[src/rtl/bj_redirect_ctrl.sv]
// bj_redirect_ctrl: branch/jump resolution and fetch-redirect controller at ID/EX.
// Takes one decoded branch op from ID, resolves it one cycle later (EVAL),
// writes the link register for BL/JIRL, then holds a redirect to IF until it is
// accepted. A misaligned taken target raises br_adef instead of redirecting.
// ex_flush aborts any in-flight operation.
//
// Ports:
//   clk, resetn                 clock, synchronous active-low reset
//   id_valid/id_ready           branch op handshake from ID (id_ready combinational)
//   id_op/id_inst/id_pc         decoded op, raw instruction, instruction PC
//   rj_value/rkd_value          GR[rj], GR[rd] operands
//   ex_flush                    exception/ertn flush, highest priority
//   br_valid/br_ready/br_target redirect request to IF
//   flush_id                    one-cycle squash of IF/ID
//   br_adef                     one-cycle misaligned taken target
//   link_we/link_addr/link_data link register write (EVAL cycle)
//   stat_bj_cnt/stat_taken_cnt  statistics counters
//
// Optional feature: define BJ_STAT_EN to build the statistics counters;
// otherwise both stat ports are constant 0.

`ifndef OP_INVALID
`define OP_INVALID 8'h00
`define OP_JIRL    8'h01
`define OP_B       8'h02
`define OP_BL      8'h03
`define OP_BEQ     8'h04
`define OP_BNE     8'h05
`define OP_BLT     8'h06
`define OP_BGE     8'h07
`define OP_BLTU    8'h08
`define OP_BGEU    8'h09
`endif

module bj_redirect_ctrl (
  input  logic        clk,
  input  logic        resetn,
  input  logic        id_valid,
  output logic        id_ready,
  input  logic [7:0]  id_op,
  input  logic [31:0] id_inst,
  input  logic [31:0] id_pc,
  input  logic [31:0] rj_value,
  input  logic [31:0] rkd_value,
  input  logic        ex_flush,
  output logic        br_valid,
  input  logic        br_ready,
  output logic [31:0] br_target,
  output logic        flush_id,
  output logic        br_adef,
  output logic        link_we,
  output logic [4:0]  link_addr,
  output logic [31:0] link_data,
  output logic [31:0] stat_bj_cnt,
  output logic [31:0] stat_taken_cnt
);

  typedef enum logic [1:0] {
    IDLE  = 2'd0,
    EVAL  = 2'd1,
    REDIR = 2'd2
  } state_t;

  state_t      state;
  logic [7:0]  op_q;
  logic [25:0] inst_q;
  logic [31:0] pc_q;
  logic [31:0] rj_q;
  logic [31:0] rkd_q;
  logic        adef_q;
  logic [31:0] br_target_q;
  logic [4:0]  link_addr_q;
  logic [31:0] link_data_q;

  logic [31:0] offs16;
  logic [31:0] offs26;
  logic [31:0] target;
  logic        taken;
  logic        handshake;

  // Opcode bits above the immediate field carry nothing this block needs.
  logic        unused_bits;
  assign unused_bits = &{1'b0, id_inst[31:26]};

  // Branch offsets from the registered instruction.
  assign offs16 = {{14{inst_q[25]}}, inst_q[25:10], 2'b00};
  assign offs26 = {{4{inst_q[9]}}, inst_q[9:0], inst_q[25:10], 2'b00};

  // Condition and target resolution on the registered fields.
  always_comb begin
    taken  = 1'b0;
    target = pc_q + offs16;
    case (op_q)
      `OP_B:    begin taken = 1'b1; target = pc_q + offs26; end
      `OP_BL:   begin taken = 1'b1; target = pc_q + offs26; end
      `OP_JIRL: begin taken = 1'b1; target = rj_q + offs16; end
      `OP_BEQ:  taken = (rj_q == rkd_q);
      `OP_BNE:  taken = (rj_q != rkd_q);
      `OP_BLT:  taken = ($signed(rj_q) <  $signed(rkd_q));
      `OP_BGE:  taken = ($signed(rj_q) >= $signed(rkd_q));
      `OP_BLTU: taken = (rj_q <  rkd_q);
      `OP_BGEU: taken = (rj_q >= rkd_q);
      default:  taken = 1'b0;
    endcase
  end

  // A handshake coincident with ex_flush is void.
  assign handshake = (state == REDIR) && br_ready && !ex_flush;

  // Control FSM and operand capture.
  always_ff @(posedge clk) begin
    if (!resetn) begin
      state       <= IDLE;
      op_q        <= `OP_INVALID;
      inst_q      <= 26'd0;
      pc_q        <= 32'd0;
      rj_q        <= 32'd0;
      rkd_q       <= 32'd0;
      adef_q      <= 1'b0;
      br_target_q <= 32'd0;
      link_addr_q <= 5'd0;
      link_data_q <= 32'd0;
    end else begin
      adef_q <= 1'b0;
      if (ex_flush) begin
        state <= IDLE;
      end else begin
        unique case (state)
          IDLE: begin
            if (id_valid) begin
              op_q        <= id_op;
              inst_q      <= id_inst[25:0];
              pc_q        <= id_pc;
              rj_q        <= rj_value;
              rkd_q       <= rkd_value;
              link_data_q <= id_pc + 32'd4;
              // A zero link address doubles as "no link write".
              if (id_op == `OP_BL)        link_addr_q <= 5'd1;
              else if (id_op == `OP_JIRL) link_addr_q <= id_inst[4:0];
              else                        link_addr_q <= 5'd0;
              state <= EVAL;
            end
          end
          EVAL: begin
            if (taken && (target[1:0] == 2'b00)) begin
              br_target_q <= target;
              state       <= REDIR;
            end else begin
              adef_q <= taken;
              state  <= IDLE;
            end
          end
          REDIR: begin
            if (br_ready) state <= IDLE;
          end
          default: state <= IDLE;
        endcase
      end
    end
  end

  assign id_ready  = (state == IDLE) && !ex_flush;
  assign br_valid  = (state == REDIR) && !ex_flush;
  assign br_target = br_target_q;
  assign br_adef   = adef_q && !ex_flush;
  assign flush_id  = !ex_flush && (adef_q || ((state == REDIR) && br_ready));
  assign link_we   = (state == EVAL) && (link_addr_q != 5'd0) && !ex_flush;
  assign link_addr = link_addr_q;
  assign link_data = link_data_q;

`ifdef BJ_STAT_EN
  logic [31:0] bj_cnt_q;
  logic [31:0] taken_cnt_q;

  // Resolved-branch and accepted-redirect counters, wrapping.
  always_ff @(posedge clk) begin
    if (!resetn) begin
      bj_cnt_q    <= 32'd0;
      taken_cnt_q <= 32'd0;
    end else begin
      if ((state == EVAL) && !ex_flush) bj_cnt_q <= bj_cnt_q + 32'd1;
      if (handshake) taken_cnt_q <= taken_cnt_q + 32'd1;
    end
  end

  assign stat_bj_cnt    = bj_cnt_q;
  assign stat_taken_cnt = taken_cnt_q;
`else
  assign stat_bj_cnt    = 32'd0;
  assign stat_taken_cnt = 32'd0;
`endif

endmodule

[config.mk]
export PLATFORM = sky130hd
export DESIGN_NAME = bj_redirect_ctrl
export DESIGN_NICKNAME = d
export VERILOG_FILES = /design/src/rtl/bj_redirect_ctrl.sv
export SDC_FILE = /design/constraint.sdc
export NUM_CORES = 1
export LEC_CHECK = 0
export CAP_MARGIN = 20
export CORE_MARGIN = 2
export CORE_UTILIZATION = 52
export DETAILED_ROUTE_END_ITERATION = 8
export GPL_TIMING_DRIVEN = 0
export PLACE_DENSITY = 0.88
export RECOVER_POWER = 25
export SKIP_LAST_GASP = 1
export SYNTH_ARGS = -nofsm -noshare
export SYNTH_HDL_FRONTEND = slang
export SYNTH_SLANG_ARGS = --single-unit
[constraint.sdc]
create_clock -name clk -period 5.35 [get_ports clk]
set_input_delay 1.07 -clock clk [delete_from_list [all_inputs] [get_ports clk]]
set_output_delay 1.07 -clock clk [all_outputs]
set_load 0.03 [all_outputs]
==> results summary <==
The number of vias in the routed layout is around 13000. The starting density of the core is between 50% and 60%. Walking the worst path, the cells encountered are nor4_2 > nand4b_1 > clkbuf_1 > buf_1 > mux2_2 > ha_1 > clkbuf_1 > and3_1 > a31o_2 > a21oi_1 > and2_1 > o21ai_0 > nor2_1 > xnor2_1 > mux2i_1 > a211oi_2.

At the pin with the least slew margin, the transition time is approximately 0.94 ns. Among all stages on the critical path, the largest delay is contributed by nor4_2. The worst min-delay path category is flip-flop to flip-flop. The height of the die is about 160 um. Counting stages on the worst path, the most repeated cell is clkbuf_1. The worst register-to-register path begins at op_q[5]$_SDFFE_PN0P_. Cells fill roughly two thirds of the core in the end.

Timing analysis after detailed placement gives a worst setup slack of around 0.52 ns. The routed length per placed instance is 18.4 um. The register-to-register setup slack came out at between 0.3 and 0.4 ns. between 200 and 300 I/O pins were placed.

From synthesis to final layout, the design area changed by 26.4%. The half-perimeter wire length after detailed placement is roughly 33000 um. For this run, asynchronously set or reset flops after synthesis account for 0%. The number of DRC violations after detailed routing came out at 0.

Setup violations remaining at the end of the flow were counted as 0. Headroom to the max-slew limit came out at around 37%. The number of antenna violations at the first check in global routing came out at 0.

The total of fill cells in the finished design is around 2000. The synthesized flop and latch total is 200. The startpoint identified for the worst hold timing path is rkd_q[26]$_SDFFE_PN0P_.

The highest ir drop seen on vdd came out at roughly 0.00020 V. The worst-case clock buffer depth came out at 2. Clock-pin slew was measured on the worst setup and hold paths at ~0.090 ns. The number of DRC markers after the initial detailed-route iteration is roughly 1200. The cell area after synthesis came out at about 13000 um2.

The worst-skew pair later-pin latency is between 0.4 and 0.5 ns. The type of the worst setup path is flip-flop to flip-flop. The routed design has 41100 um of wire. The worst setup path is launched from a flip-flop. In this run the tool buffered the top-level ports with roughly 210 buffer cells. Counting every instance in the synthesized netlist gives between 1500 and 2000. The post-route antenna net violation count is 0.

The max-cap check violation count is 0. The critical path required time is between 5 and 6 ns. The number of hold-slack violations in the final timing report is 0. After global routing the overflow that remains totals 0.

TritonCTS created 17 clock buffers. The largest net degree at the start of global routing is 23. The flow ran to the end, and the final reports show no timing, DRC or antenna violations.

The total power density per cell area is roughly 240 nW/um2. The die covers about 25000 um2. The number of gates resized after cts is 0. After floorplanning, the core was divided into 56 placement rows. CTS placed an instance of clkbuf_16 at the clock tree root.

In this design, the stage delay of the slowest critical-path cell is 0.55 ns. The count of unique library cells instantiated by Yosys is 72. The total power after layout is between 3000 and 4000 uW.

The buffering stage count on the worst path with inverters included came out at 3. The clock sink count came out at 200. The worst setup path is captured at a flip-flop. The post-synthesis sequential area ratio is a little under a third. The clock arrives with roughly 0.015 ns of skew. The die width is 159 um. TritonCTS built the clock tree. The hold buffer count at CTS came out at 0. The post-CTS setup buffer count is 0.

For this run, the leading register cell type out of synthesis is dfxtp_1. For the worst setup path, the data arrival time is approximately 5.4 ns. The per-instance average area after synthesis is just under 8 um2. The first-pass GRT wire length came out at roughly 63000 um.

The congestion estimate from routability-driven global placement came to 0.982. The detailed-router iteration count before antenna repair is 5. The via count of the first global-routing pass came out at ~12000. The via count normalized by instance count came out at slightly below 6.

The post-layout worst setup margin came out at roughly 0.3 ns. The top fanout value on the critical path is 10. The core area came out at roughly 24000 um2. In the final timing run, aggregate negative setup slack is 0 ns. Summed over all cells, the static leakage comes to between 0.006 and 0.007 uW. Tracing the worst setup path back leads to its startpoint at op_q[5]$_SDFFE_PN0P_. The repair_antennas step left the layout with diodes totalling 0. The count of pins over their slew limit came out at 0. For this run, the post-layout net count is around 2100. During synthesis, Yosys emitted a total of 0 warnings.

The worst path in the final design needs a cycle of ~5.0 ns, including I/O delays and setup. The number of synthesized flops with an enable pin came out at 0. For this run, the total global-route usage over all layers was measured as 31.4%.

Setup repair after global routing left no endpoint under its margin. The clock tree synthesis step divided the H-tree into 4 levels. The ratio of final minimum period to clock period came out at a little over nine tenths. Grouping stages by cell kind, the critical path spends the most delay in simple AND/OR/NAND/NOR gates. Static timing analysis puts the maximum clock frequency at between 150 and 200 MHz. The fraction of layout cells with a size suffix above 1 is 7.57%.
[path summary, 6_finish.rpt]
check             cells past startpoint                         end
setup reg to reg                     16  br_target[22]$_SDFFE_PN0P_
hold reg to reg                       2      rkd_q[26]$_SDFFE_PN0P_
setup / recovery                     16  br_target[22]$_SDFFE_PN0P_
hold / removal                        2      rkd_q[26]$_SDFFE_PN0P_
[metrics by stage]
stage / cell area, um2 / cells / hold slack (ns)
global placement: 15200 / 2203 / 0.443
finish: 15800 / 2235 / 0.458
global route: 15800 / 2235 / 0.477
CTS: 15800 / 2235 / 0.457
detailed placement: 15200 / 2203 / 0.447
floorplan: 12800 / 1678 / 0.436
[synth_stat cells, drive strengths merged, types with 4 or more instances]
library cell / number / area share [%]
a211oi: 41 / 2.5
a21boi: 5 / 0.30
a21o: 22 / 1.3
a21oi: 211 / 8.4
a311oi: 10 / 0.80
a31oi: 18 / 0.90
and2: 5 / 0.25
and3: 16 / 0.80
and4: 4 / 0.28
buf: 74 / 4.5
clkbuf: 70 / 2.1
dfxtp: 200 / 32
ha: 91 / 9.1
inv: 48 / 1.4
mux2: 30 / 2.7
mux2i: 21 / 1.7
nand2: 334 / 10
nand2b: 11 / 0.55
nand3: 34 / 1.4
nand4: 17 / 0.85
nor2: 97 / 2.9
nor2b: 10 / 0.50
nor3: 22 / 0.97
nor3b: 8 / 0.48
o2111ai: 5 / 0.35
o211ai: 12 / 0.80
o21a: 14 / 0.84
o21ai: 58 / 2.3
o21bai: 5 / 0.30
or3: 10 / 0.50
xnor2: 33 / 2.3
xor2: 31 / 2.2
[sequential cells by signal, summed over array words and instances (netlist names)]
signal and cells:
op_q 8, link_data 30, rkd_q 32, pc_q 32, link_addr 5, rj_q 32
br_target 32, adef_q 1, inst_q 26, state 2
[final cells by class]
type                            count  area (um2)  share of cell area, %
Buffer                            144         822                   5.19
Sequential cell                   200        4000                   25.3
Tap cell                          319         399                   2.52
Inverter                           48         180                   1.14
Clock inverter                     15         188                   1.19
Clock buffer                       17         425                   2.69
Multi-Input combinational cell   1286        7750                   49.0
Timing Repair Buffer              206        2060                   13.0
[cell usage in the layout, fill, tap and decap left out, types with 8 or more instances in the layout]
cell type	count
a21o_1	22
nor2b_1	10
a31oi_1	18
clkbuf_1	70
xnor2_1	33
a211oi_1	40
and3_1	16
buf_4	68
xor2_1	31
nand2b_1	11
nor3b_1	8
ha_1	91
a311oi_1	8
o21a_1	14
nand4_1	17
conb_1	64
nand2_1	334
inv_1	48
o21ai_0	49
mux2_2	30
dfxtp_1	200
dlygate4sd3_1	66
o21ai_1	9
nor3_1	21
mux2i_1	21
a21oi_1	211
o211ai_1	10
or3_1	10
nor2_1	97
clkdlybuf4s50_1	140
nand3_1	34
clkbuf_16	17
[routing by layer]
layer	up-vias	global-route usage, %	part of all wire (%)
li1	6129	-	-
met1	6060	40.0	40
met2	660	51.9	46
met3	114	4.64	8.5
met4	0	16.2	5.2
met5	-	0	0
[power by group]
group / internal, uW / switching (uW)
clock: 645 / 701
sequential: 1550 / 63.8
combinational: 331 / 475
total: 2530 / 1240
[cells by family (layout without fill, tap and decap cells)]
kind of cell	count (synthesis)	after routing	share of synthesized area, %
and+or+nand+nor	582	582	20.4
AOI/OAI and AO/OA	432	432	21.3
DFF	200	200	32.0
buffers and inverters	192	430	8.00
adders and majority gates	93	93	9.41
xor gates and xnor gates	64	64	4.48
muxes	51	51	4.38
other	1	64	0.0299
[worst register-to-register path, stage by stage, from the launching register on]
cell and delay, ns:
dfxtp_1 0.34, nor4_2 0.55, nand4b_1 0.40, clkbuf_1 0.39, buf_1 0.38, mux2_2 0.37
ha_1 0.27, clkbuf_1 0.19, and3_1 0.28, a31o_2 0.25, a21oi_1 0.30, and2_1 0.24
o21ai_0 0.19, nor2_1 0.16, xnor2_1 0.21, mux2i_1 0.21, a211oi_2 0.25
No activity file was read; power rests on OpenSTA's default activity.
